<file path="src/rtl/pipe_decoder.sv">
// ---------------------------------------------------------------------------
// pipe_decoder
//
// Registered, flow-controlled binary-to-N decoder. Each accepted code is
// turned into either a one-hot or a thermometer vector and stored in a
// two-entry output stage (main + skid). The stage gives full throughput
// while keeping in_ready a function of registered state only.
//
// Parameters
//   ENCODE_WIDTH  width of the input code
//   NUM_OUTPUTS   number of decoded output lines (2 .. 2**ENCODE_WIDTH)
//
// Ports
//   i_clk         clock, all state changes on the rising edge
//   i_rst         synchronous active-high reset
//   i_in_valid    producer presents a code
//   o_in_ready    block can take a code (transfer on valid && ready)
//   i_in_code     binary code to decode
//   i_in_mode     0 = one-hot, 1 = thermometer, sampled with the code
//   o_out_valid   o_out / o_out_err hold a decoded result
//   i_out_ready   consumer takes the result (transfer on valid && ready)
//   o_out         decoded vector
//   o_out_err     stored code was out of range
//
// Configuration macro
//   PIPE_DECODER_ERR_EN  when defined, an out-of-range code stores an
//                        error flag next to its all-zero vector. When not
//                        defined, the error bit is not stored at all and
//                        o_out_err is tied low.
// ---------------------------------------------------------------------------
module pipe_decoder #(
   parameter int ENCODE_WIDTH = 4,
   parameter int NUM_OUTPUTS  = 2**ENCODE_WIDTH
) (
   input  logic                    i_clk,
   input  logic                    i_rst,
   input  logic                    i_in_valid,
   output logic                    o_in_ready,
   input  logic [ENCODE_WIDTH-1:0] i_in_code,
   input  logic                    i_in_mode,
   output logic                    o_out_valid,
   input  logic                    i_out_ready,
   output logic [NUM_OUTPUTS-1:0]  o_out,
   output logic                    o_out_err
);

   // One extra bit so that line indices and NUM_OUTPUTS itself never wrap
   // when compared against the code.
   localparam int CW = ENCODE_WIDTH + 1;

   typedef enum logic [1:0] {
      EMPTY = 2'd0,
      ONE   = 2'd1,
      FULL  = 2'd2
   } state_t;

   state_t                  r_state;
   state_t                  w_nextState;

   logic                    w_accept;
   logic                    w_fire;
   logic                    w_loadMain;
   logic                    w_mainFromSkid;
   logic                    w_loadSkid;

   logic [CW-1:0]           w_codeExt;
   logic                    w_inRange;
   logic [NUM_OUTPUTS-1:0]  w_decOut;

   logic [NUM_OUTPUTS-1:0]  r_mainOut;
   logic [NUM_OUTPUTS-1:0]  r_skidOut;

`ifdef PIPE_DECODER_ERR_EN
   logic                    w_decErr;
   logic                    r_mainErr;
   logic                    r_skidErr;
`endif

   assign w_codeExt = {1'b0, i_in_code};
   assign w_inRange = (w_codeExt < CW'(NUM_OUTPUTS));

   // Handshake events, expressed directly from registered state so that the
   // control logic never feeds back through its own outputs.
   assign w_accept = i_in_valid && (r_state != FULL) && !i_rst;
   assign w_fire   = (r_state != EMPTY) && i_out_ready;

   // Decode of the incoming code. An out-of-range code forces the whole
   // vector to zero; without that gate thermometer mode would light every
   // line for a code past the top.
   always_comb begin
      w_decOut = '0;
      for (int k = 0; k < NUM_OUTPUTS; k++) begin
         if (w_inRange) begin
            if (i_in_mode)
               w_decOut[k] = (CW'(k) <= w_codeExt);
            else
               w_decOut[k] = (CW'(k) == w_codeExt);
         end
      end
   end

`ifdef PIPE_DECODER_ERR_EN
   assign w_decErr = !w_inRange;
`endif

   // State register: how many decoded results the output stage holds.
   always_ff @(posedge i_clk) begin
      if (i_rst)
         r_state <= EMPTY;
      else
         r_state <= w_nextState;
   end

   // Next-state logic: occupancy moves up on an accept without a fire and
   // down on a fire without an accept. FULL never accepts.
   always_comb begin
      w_nextState = r_state;
      case (r_state)
         EMPTY: begin
            if (w_accept)
               w_nextState = ONE;
         end
         ONE: begin
            if (w_accept && !w_fire)
               w_nextState = FULL;
            else if (!w_accept && w_fire)
               w_nextState = EMPTY;
         end
         FULL: begin
            if (w_fire)
               w_nextState = ONE;
         end
         default: w_nextState = EMPTY;
      endcase
   end

   // Output logic: handshake flags plus the register-load strobes for the
   // datapath. A new code goes to main whenever main is free or being
   // emptied this cycle, otherwise into skid.
   always_comb begin
      o_in_ready     = (r_state != FULL) && !i_rst;
      o_out_valid    = (r_state != EMPTY);
      w_loadMain     = 1'b0;
      w_mainFromSkid = 1'b0;
      w_loadSkid     = 1'b0;
      case (r_state)
         EMPTY: begin
            w_loadMain = w_accept;
         end
         ONE: begin
            w_loadMain = w_accept && w_fire;
            w_loadSkid = w_accept && !w_fire;
         end
         FULL: begin
            w_mainFromSkid = w_fire;
         end
         default: begin
            w_loadMain = 1'b0;
         end
      endcase
   end

   // Main and skid storage. Main drives the outputs directly, so it only
   // changes on a load, which keeps the result stable under backpressure.
   always_ff @(posedge i_clk) begin
      if (i_rst) begin
         r_mainOut <= '0;
         r_skidOut <= '0;
`ifdef PIPE_DECODER_ERR_EN
         r_mainErr <= 1'b0;
         r_skidErr <= 1'b0;
`endif
      end else begin
         if (w_loadMain) begin
            r_mainOut <= w_decOut;
`ifdef PIPE_DECODER_ERR_EN
            r_mainErr <= w_decErr;
`endif
         end else if (w_mainFromSkid) begin
            r_mainOut <= r_skidOut;
`ifdef PIPE_DECODER_ERR_EN
            r_mainErr <= r_skidErr;
`endif
         end
         if (w_loadSkid) begin
            r_skidOut <= w_decOut;
`ifdef PIPE_DECODER_ERR_EN
            r_skidErr <= w_decErr;
`endif
         end
      end
   end

   assign o_out = r_mainOut;

`ifdef PIPE_DECODER_ERR_EN
   assign o_out_err = r_mainErr;
`else
   assign o_out_err = 1'b0;
`endif

endmodule

</file>
<file path="config.mk">
export PLATFORM = sky130hd
export DESIGN_NAME = pipe_decoder
export DESIGN_NICKNAME = d
export VERILOG_FILES = /design/src/rtl/pipe_decoder.sv
export SDC_FILE = /design/constraint.sdc
export NUM_CORES = 1
export LEC_CHECK = 0
export ABC_AREA = 1
export CORE_AREA = 2 2 82 53
export CTS_CLUSTER_DIAMETER = 120
export DETAILED_ROUTE_END_ITERATION = 7
export DIE_AREA = 0 0 84 55
export PLACE_DENSITY_LB_ADDON = 0.2
export SLEW_MARGIN = 20
export SYNTH_ARGS = -nofsm -noshare
export SYNTH_HDL_FRONTEND = slang
export SYNTH_SLANG_ARGS = --single-unit
</file>
<file path="constraint.sdc">
create_clock -name i_clk -period 1.5 [get_ports i_clk]
set_input_delay 0.225 -clock i_clk [delete_from_list [all_inputs] [get_ports i_clk]]
set_output_delay 0.225 -clock i_clk [all_outputs]
set_load 0.01 [all_outputs]
</file>
==> qor.yml <==
outcome:
  status: "completed"
grt:
  overflow: 0
  grt_max_degree: 23
  grtUsageTotal_pct: 19.93
  antenna_found_initial: 0
  first_global_vias: 1492
  grt_pass1_wl_mm: 7.003
synth:
  synthTopCellsByArea: "dfxtp_1 37%, nand2_1 12%, a21oi_2 6.6%, a21oi_1 6.2%, nor2_1 5.3%"
  syn_inst: 252
  synth-seq-cells: 34
  synthesis.area_um2: 1851
  netlist.area_leader.share_pct: 36.78
  yosys_warnings: 0
  synth_top_cell_by_area: "dfxtp_1"
  syn_nets: 261
  avgSynthCellArea_um2: 7.343
  synth_seq_area_share_pct: 36.78
  synth_cell_type_count: 26
place:
  dpl.hpwl_mm: 2.974
  postPlaceCellArea_um2: 2330
  place_congestion: 0.8730
  pre_cts_ws_ns: -0.1890
  io_buffer_count: 26
setup_path:
  crit_required_ns: 1.27
  crit_path_end_kind: "primary output"
  crit_path_max_fanout: 2
  path_cells: "clkdlybuf4s50_1"
  cp.arrival_ns: 1.22
  critPathTopFamily: "buffers and inverters"
  cp-start-kind: "flip-flop"
  cpPeakStageDelay_ns: 0.55
  worstSetupPathType: "reg2out"
  slowest_stage: "clkdlybuf4s50_1"
  path_buf_inv: 1
layout:
  layout.nets: 315
  final_util_pct: 63.74
  stdcell_area_um2: 2484
  drive_gt1_share_pct: 29.41
  areaGrowthSynthToFinish_pct: 34.21
  fill_cells: 366
  seqCellArea_um2: 683.2
  multi_input_area_um2: 973.4
  antennaDiodeCount: 0
worst_hold_path:
  hold_class: "reg2reg"
clocking:
  clkTransAtPathRegs_ns: 0.07
  clockRootBuffer: "clkbuf_8"
  cts_made_buffers: 5
  cts_tree: "built"
  insertion_delay_ns: 0.30
  clockBufferDepth: 2
  numClockSinks: 34
  cts-htree-levels: 2
  holdBufCountCts: 0
power:
  switching_power_mw: 0.5601
  sw_frac_of_total_pct: 27.84
  p_int_mw: 1.452
  combPwrFrac_pct: 20.4
  clkPwrFrac_pct: 31.7
  ir_drop_mv: 0.5219
  p_leak_nw: 1.021
  seqPwrFrac_pct: 47.9
  power_density_nw_per_um2: 810.0
  power_mw: 2.012
drt:
  wirelength_mm: 4.320
  vias: 1727
  detail-route-antenna-nets: 0
  dr.pass1.iters: 4
  route.detailed.wl_per_inst_um: 12.13
  drt_iter0_drc: 48
  via_per_inst: 4.851
  drc_errors: 0
timing:
  final_hold_viol_count: 0
  skew_ns: 0.01143
  report.final.setup_viol: 0
  slew_violations: 0
  fin_crit_ns: 1.447
  fmax_mhz: 691.1
  setup_ws_ns: 0.05298
  finalCritPeriodShare_pct: 96.47
floorplan:
  fp-row-count: 18
  die_width_um: 84
  num_io_pins: 28
  die_h_um: 55
  core_um2: 3896
  die-area_um2: 4620
  initial_core_util_pct: 47.50
run:
  maxCapViolations: 0
[cell usage after synthesis]
library cell / n
buf_12: 2
a21oi_2: 14
nor2_2: 1
conb_1: 1
nor2_4: 1
clkbuf_2: 1
nand3_4: 1
nor2_1: 26
nand3b_1: 1
nor2_8: 2
clkbuf_1: 2
dfxtp_1: 34
o21ai_0: 18
nand2_1: 57
o21ai_2: 11
buf_2: 4
inv_1: 23
o21ai_4: 1
a21oi_1: 23
nand2_2: 10
buf_4: 2
inv_2: 3
buf_8: 1
buf_1: 1
a211oi_1: 2
nand3_1: 10
[power by group through the flow]
stage | registers (mW) | logic (mW) | clock network [mW]
2_1_floorplan | 0.995 | 0.219 | 0
3_3_place_gp | 0.983 | 0.402 | 0
3_5_place_dp | 0.983 | 0.405 | 0
4_1_cts | 0.964 | 0.405 | 0.642
5_1_grt | 0.968 | 0.452 | 0.692
6_report | 0.964 | 0.410 | 0.638
[through the flow]
step	setup TNS (ns)	hold WS, ns	cells
4_1_cts	0	0.4647	352
3_5_place_dp	-4.512	0.4543	345
5_1_grt	-0.05902	0.4851	356
6_report	0	0.4608	356
3_3_place_gp	-3.940	0.4495	345
2_1_floorplan	0	0.4057	252
[what timing repair did]
| item | CTS | global route |
|---|---|---|
| resized for setup | 4 | 4 |
| pin swaps | 0 | 1 |
| buffers inserted | 0 | 2 |
| cloned | 0 | 2 |
| setup endpoints to repair | 2 | 2 |
[final cells by class]
| type | count | share of cell area [%] |
|---|---|---|
| clock buffers | 5 | 2.771 |
| clock inverters | 2 | 0.4030 |
| inverters | 26 | 3.929 |
| multi-input cells | 179 | 39.19 |
| flip-flops and latches | 34 | 27.51 |
| well taps | 50 | 2.519 |
| repair buffers | 60 | 23.68 |
[cell usage in the layout (no fill, tap or decap), drive strengths merged]
cell / synthesis / layout
nor2: 30 / 30
buf: 10 / 32
a21oi: 37 / 37
clkinv: 0 / 2
clkdlybuf4s50: 0 / 23
nand3: 11 / 11
a211oi: 2 / 2
conb: 1 / 1
dfxtp: 34 / 34
dlygate4sd2: 0 / 2
dlymetal6s2s: 0 / 1
nand3b: 1 / 1
nand2: 67 / 67
inv: 26 / 26
clkbuf: 3 / 7
o21ai: 30 / 30
[cells by family (layout without fill, tap and decap cells)]
family	count (synthesis)	after routing	synth area share (%)
DFF	34	34	36.78
other	1	1	0.2026
buffers and inverters	39	93	11.02
and+or+nand+nor	109	109	27.38
AOI/OAI and AO/OA	69	69	24.61
[state kept, by name (all words and copies together) (netlist names)]
register / count
o_out: 16
r_skidOut: 16
r_state: 2
[metal layers]
layer	vias to the layer above	share of wire, %	track usage (%)
li1	913	-	-
met1	780	52	27.31
met2	29	43	30.93
met3	5	4.9	6.825
met4	0	0.79	4.301
met5	-	0	0
[path summary, 6_finish.rpt]
kind / depth (start not counted) / slack (ns) / endpoint / start
worst min register to register: 2 / 0.46 / o_out[11] / o_out[11]
worst max register to register: 9 / 0.06 / r_skidOut[1] / r_state[0]
worst min-delay path: 2 / 0.46 / o_out[11] / o_out[11]
worst max-delay path: 1 / 0.05 / o_out[7] / o_out[7]
Note: power is estimated with default switching activity, not from simulation.
